## src/rtl/exp_horner_seq.sv

```systemverilog
// rtl/exp_horner_seq.sv - sequential Horner exp(x) evaluator on one shared multiplier/adder
//
// Purpose:
//   Evaluates exp(x) as the 5th-order Taylor polynomial
//     y = A0 + x*(A1 + x*(A2 + x*(A3 + x*(A4 + x*A5)))).
//   One multiplier and one adder are reused for all five Horner steps.
//   A small FSM sequences them, giving one result per 12 cycles at best.
//   x is unsigned Q2.14. The accumulator and the result are Q7.25.
//
// Ports:
//   clk      in   1         single clock, rising edge
//   reset    in   1         synchronous, active-high
//   i_valid  in   1         i_x is valid
//   o_ready  out  1         block can accept i_x (high only in IDLE)
//   i_x      in   WIDTHIN   unsigned Q2.14 operand
//   o_valid  out  1         o_y holds a finished result
//   i_ready  in   1         downstream accepts o_y
//   o_y      out  WIDTHOUT  Q7.25 result, modulo 2^WIDTHOUT
//
// Configuration macro:
//   ROUND_EN  when defined, the product is rounded half-up at the truncation point.
//             When undefined, the product is plainly truncated.

module exp_horner_seq #(
  parameter int                 WIDTHIN  = 16,
  parameter int                 WIDTHOUT = 32,
  parameter logic [WIDTHIN-1:0] A0       = 16'h4000,
  parameter logic [WIDTHIN-1:0] A1       = 16'h4000,
  parameter logic [WIDTHIN-1:0] A2       = 16'h2000,
  parameter logic [WIDTHIN-1:0] A3       = 16'h0AAA,
  parameter logic [WIDTHIN-1:0] A4       = 16'h02AA,
  parameter logic [WIDTHIN-1:0] A5       = 16'h0088
) (
  input  logic                clk,
  input  logic                reset,
  input  logic                i_valid,
  output logic                o_ready,
  input  logic [WIDTHIN-1:0]  i_x,
  output logic                o_valid,
  input  logic                i_ready,
  output logic [WIDTHOUT-1:0] o_y
);

  // Fraction bits of x (Q2.14) and of the accumulator (Q7.25).
  localparam int FRAC_IN  = WIDTHIN - 2;
  localparam int FRAC_OUT = WIDTHOUT - 7;
  // Shift that places a Q2.14 coefficient onto the Q7.25 grid.
  localparam int ALIGN    = FRAC_OUT - FRAC_IN;
  localparam int PW       = WIDTHIN + WIDTHOUT;
  localparam logic [2:0] LAST_ITER = 3'd4;

  typedef enum logic [1:0] {
    S_IDLE = 2'd0,
    S_MUL  = 2'd1,
    S_ADD  = 2'd2,
    S_DONE = 2'd3
  } state_t;

  state_t              state;
  state_t              state_next;
  logic [2:0]          iter;
  logic [WIDTHOUT-1:0] acc;
  logic [WIDTHOUT-1:0] prod;
  logic [WIDTHIN-1:0]  x_q;

  logic [WIDTHIN-1:0]  coef;
  logic [WIDTHOUT-1:0] coef_term;
  logic [WIDTHOUT-1:0] a5_term;
  logic [PW-1:0]       p_full;
  logic [WIDTHOUT-1:0] mul_res;
  logic                accept;

  // ---------------------------------------------------------------------------
  // FSM: state register
  // ---------------------------------------------------------------------------
  always_ff @(posedge clk) begin
    if (reset) begin
      state <= S_IDLE;
    end else begin
      state <= state_next;
    end
  end

  // ---------------------------------------------------------------------------
  // FSM: next-state logic
  // ---------------------------------------------------------------------------
  always_comb begin
    state_next = state;
    case (state)
      S_IDLE: if (i_valid)            state_next = S_MUL;
      S_MUL:                          state_next = S_ADD;
      S_ADD:  if (iter == LAST_ITER)  state_next = S_DONE;
              else                    state_next = S_MUL;
      S_DONE: if (i_ready)            state_next = S_IDLE;
      default:                        state_next = S_IDLE;
    endcase
  end

  // ---------------------------------------------------------------------------
  // FSM: outputs
  // ---------------------------------------------------------------------------
  always_comb begin
    o_ready = 1'b0;
    o_valid = 1'b0;
    case (state)
      S_IDLE:  o_ready = 1'b1;
      S_DONE:  o_valid = 1'b1;
      default: begin
        o_ready = 1'b0;
        o_valid = 1'b0;
      end
    endcase
  end

  // o_y follows acc at all times. acc only changes in IDLE/MUL/ADD, so the
  // result holds steady while DONE waits for i_ready.
  assign o_y = acc;

  assign accept = (state == S_IDLE) && i_valid;

  // ---------------------------------------------------------------------------
  // Shared datapath
  // ---------------------------------------------------------------------------

  // Coefficient added after the iter-th multiply: A4 first, down to A0.
  always_comb begin
    coef = A0;
    case (iter)
      3'd0:    coef = A4;
      3'd1:    coef = A3;
      3'd2:    coef = A2;
      3'd3:    coef = A1;
      default: coef = A0;
    endcase
  end

  assign coef_term = WIDTHOUT'(coef) << ALIGN;
  assign a5_term   = WIDTHOUT'(A5) << ALIGN;

  // Q7.25 * Q2.14 gives a Q9.39 product. Dropping FRAC_IN low bits returns it
  // to Q7.25. The two top integer bits fall off, so the product wraps instead
  // of saturating.
  assign p_full = PW'(acc) * PW'(x_q);

`ifdef ROUND_EN
  assign mul_res = WIDTHOUT'((p_full + PW'(1 << (FRAC_IN - 1))) >> FRAC_IN);
`else
  assign mul_res = WIDTHOUT'(p_full >> FRAC_IN);
`endif

  always_ff @(posedge clk) begin
    if (reset) begin
      iter <= 3'd0;
      acc  <= '0;
      prod <= '0;
      x_q  <= '0;
    end else begin
      if (accept) begin
        x_q  <= i_x;
        acc  <= a5_term;
        iter <= 3'd0;
      end
      if (state == S_MUL) begin
        prod <= mul_res;
      end
      if (state == S_ADD) begin
        // Carry out of the adder is discarded; the sum wraps modulo 2^WIDTHOUT.
        acc <= prod + coef_term;
        if (iter != LAST_ITER) begin
          iter <= iter + 3'd1;
        end
      end
    end
  end

endmodule

```

## config.mk

```make
export PLATFORM = sky130hd
export DESIGN_NAME = exp_horner_seq
export DESIGN_NICKNAME = d
export VERILOG_FILES = /design/src/rtl/exp_horner_seq.sv
export SDC_FILE = /design/constraint.sdc
export NUM_CORES = 1
export LEC_CHECK = 0
export CAP_MARGIN = 20
export CORE_MARGIN = 2
export CORE_UTILIZATION = 45
export CTS_CLUSTER_SIZE = 20
export DETAILED_ROUTE_END_ITERATION = 7
export DONT_BUFFER_PORTS = 1
export PLACE_DENSITY_LB_ADDON = 0.2
export SLEW_MARGIN = 20
export SYNTH_ARGS = -nofsm -noshare
export SYNTH_HDL_FRONTEND = slang
export SYNTH_SLANG_ARGS = --single-unit
export TNS_END_PERCENT = 50
```

## constraint.sdc

```tcl
create_clock -name clk -period 11.9 [get_ports clk]
set_clock_uncertainty 0.1 [all_clocks]
set_input_delay 0.595 -clock clk [delete_from_list [all_inputs] [get_ports clk]]
set_output_delay 0.595 -clock clk [all_outputs]
set_load 0.005 [all_outputs]
```

==> impl_metrics.toml <==
[setup_path]
slowest_delay_ns = 1.00
worst_setup_path_end_kind = "flip-flop"
slowest_stage = "dfxtp_1"
crit_type = "flip-flop to flip-flop"
critPathLaunchType = "flip-flop"
crit_required_ns = 12.04
path_cells = "and2_1 > fa_1 > inv_1 > fa_1 > fa_1 > inv_1 > fa_1 > fa_1 > inv_1 > fa_1 > inv_1 > ha_1 > a21oi_1 > o21ai_1 > a2111oi_1 > o31ai_2 > a21oi_1 > o21ai_1 > a21oi_1 > o311ai_1"
cp_common_cell = "fa_1"
cp.arrival_ns = 7.14
path_max_fanout = 18

[sta]
rsz0062_at_grt = "false"
post-route-period-util_pct = 58.8
fmax_mhz = 143
setup_viol = 0
fin_setup_tns_ns = 0
slew_viol_final = 0
relSlewSlack_pct = 28.5
tightest_slew_ns = 1.07
fin_crit_ns = 7.00
hold_viol = 0

[drt]
drtAntennaViolNets = 0
routed_wl_um = 55100
avgViaCountPerCell = 5.41
drt_first_pass_iters = 5
via_count = 15200
wl_per_cell_um = 19.7
drt_iter0_drc = 1044
drc_errors = 0

[pwr]
switching_share_pct = 36.1
power_density_mw_per_mm2 = 37.0
p_switching_uw = 272
clockPowerShare_pct = 39.4
p_comb_share_pct = 19.8
peakVddDrop_mv = 0.0527
power_frac_seq_pct = 40.8
p_int_uw = 481
p_leak_nw = 9.48

[final_layout]
final_core_util_pct = 47.4
nFillCells = 4150
drive_gt1_share_pct = 3.43
regArea_mm2 = 0.00170
areaGrowthSynthToFinish_pct = 4.43
nets = 2764
multi_input_area_mm2 = 0.0156

[grt]
grt_max_degree = 76
grt_overflow = 0
antenna_found_initial = 6
grt_pass1_wl_um = 91100
grt_pass1_vias = 16400
track_usage_pct = 26.3

[logic_synthesis]
synth_cells = 2283
syn-num-nets = 2838
synth.most_common_cell = "inv_1"
synth_enable_flop_cells = 0
yosys-top-cells-count = "453 x inv_1, 431 x nand2_1, 416 x fa_1"
synth-async-reset-ratio_pct = 0
yosys.area.top_type = "fa_1"
synth_seq_cells = 85
yosys_warnings = 0
yosysUniqueCellTypes = 69
ys_seq_area_share_pct = 8.74
post-synth-top-area-fraction_pct = 42.8
synth_ff_type = "dfxtp_1"
netlist_area_mm2 = 0.0195
syn_area_per_cell_um2 = 8.52
synth_top_cells_by_area = "fa_1 43%, dfxtp_1 8.7%, inv_1 8.7%, nand2_1 8.3%, ha_1 7.7%"

[placed_design]
gp_congestion = 0.913
io_buffers = 0
hpwlAfterDp_um = 42200

[clock_network]
clock-root-buffer = "clkbuf_16"
htreeDepth = 3
cts_tree = "built"
numCtsBuffers = 9
cts_setup_buffers = 0
max-clock-path-buffers = 2
clkSlewWorstSetupHoldPaths_ns = 0.08
cts_num_sinks = 85
clkLatencyLatePin_ns = 0.36
cts_resized = 0
ctsHoldBuffers = 0

[floorplan]
fp.coreArea_mm2 = 0.0429
die_w_um = 212
die-area_mm2 = 0.0449
rows = 76
pin_count = 54
floorplan.initialDensity_pct = 45.4
die_y_um = 212

[run_status]
outcome = "finished clean"

[hold_path]
min_path_type = "input pin to flip-flop"

[flow_run]
maxCapViolations = 0
[state kept, by name (all words and copies together), names as in the netlist]
| signal | cells |
|---|---|
| state | 2 |
| prod | 32 |
| x_q | 16 |
| iter | 3 |
| o_y | 32 |
[path summary, 6_finish.rpt]
kind | startpoint | slack, ns | depth (start not counted) | end
worst max register to register | o_y[18] | 4.90 | 20 | prod[30]
worst min-delay path | reset | 0.21 | 1 | x_q[9]
worst max-delay path | o_y[18] | 4.90 | 20 | prod[30]
worst min register to register | prod[3] | 0.35 | 2 | prod[3]
[final cells by class]
class                           instances  area share [%]
Antenna cell                            1          0.0123
Clock buffer                            9            1.11
Clock inverter                          7           0.388
Inverter                              453            8.37
Multi-Input combinational cell       1622            76.7
Sequential cell                        85            8.38
Tap cell                              585            3.60
Timing Repair Buffer                   38            1.40
[per-layer routing]
metal	global-route usage, %	wire length (um)
met3	4.14	3890
met1	35.6	23700
met5	0	25
met2	45.2	26800
met4	4.66	686
[logic make-up after synthesis]
| family | Yosys count | share of synthesized area (%) |
|---|---|---|
| flops | 85 | 8.74 |
| compound gates | 239 | 8.18 |
| buf+inv | 576 | 11.1 |
| fa+ha+maj | 535 | 50.4 |
| simple gates | 805 | 19.5 |
| mux | 1 | 0.0514 |
| xor+xnor | 42 | 1.89 |
[cell usage in the layout (no fill, tap or decap), types with 11 or more instances in the layout]
cell / instances
and2_1: 202
a21o_1: 19
nand3_1: 33
nand2_1: 431
nand4_1: 14
nor2_1: 55
xnor2_1: 32
inv_1: 453
o21ai_0: 27
buf_4: 38
o21ai_1: 18
fa_1: 416
dfxtp_1: 83
a21oi_1: 80
a22oi_1: 24
a31oi_1: 11
ha_1: 119
nor3_1: 14
[stage by stage]
| step | cells | worst slack, ns | hold slack, ns | total power, mW | area [um2] |
|---|---|---|---|---|---|
| finish | 2800 | 4.90 | 0.207 | 0.753 | 20300 |
| global route | 2800 | 4.32 | 0.206 | 0.783 | 20300 |
| CTS | 2799 | 4.92 | 0.178 | 0.758 | 20300 |
| detailed placement | 2783 | 4.95 | 0.337 | 0.461 | 20000 |
| global placement | 2783 | 5.02 | 0.334 | 0.458 | 20000 |
| floorplan | 2283 | 5.63 | 0.332 | 0.404 | 19500 |
[power groups by stage]
stage / clock, mW / sequential, mW / combinational, mW
after global placement: 0 / 0.313 / 0.146
after global routing: 0.310 / 0.308 / 0.164
after floorplan: 0 / 0.304 / 0.0993
after CTS: 0.302 / 0.307 / 0.149
after detailed placement: 0 / 0.313 / 0.148
final: 0.296 / 0.307 / 0.149
[critical path, delay by kind of cell (launching register included)]
kind / cells / cell delay [ns]
AND/OR/NAND/NOR: 1 / 0.29
buffers and inverters: 4 / 0.24
flip-flops: 1 / 1.00
adder cells (fa/ha/maj): 7 / 3.27
AO/OA/AOI/OAI: 8 / 1.94
(Power assumes the default switching activity.)
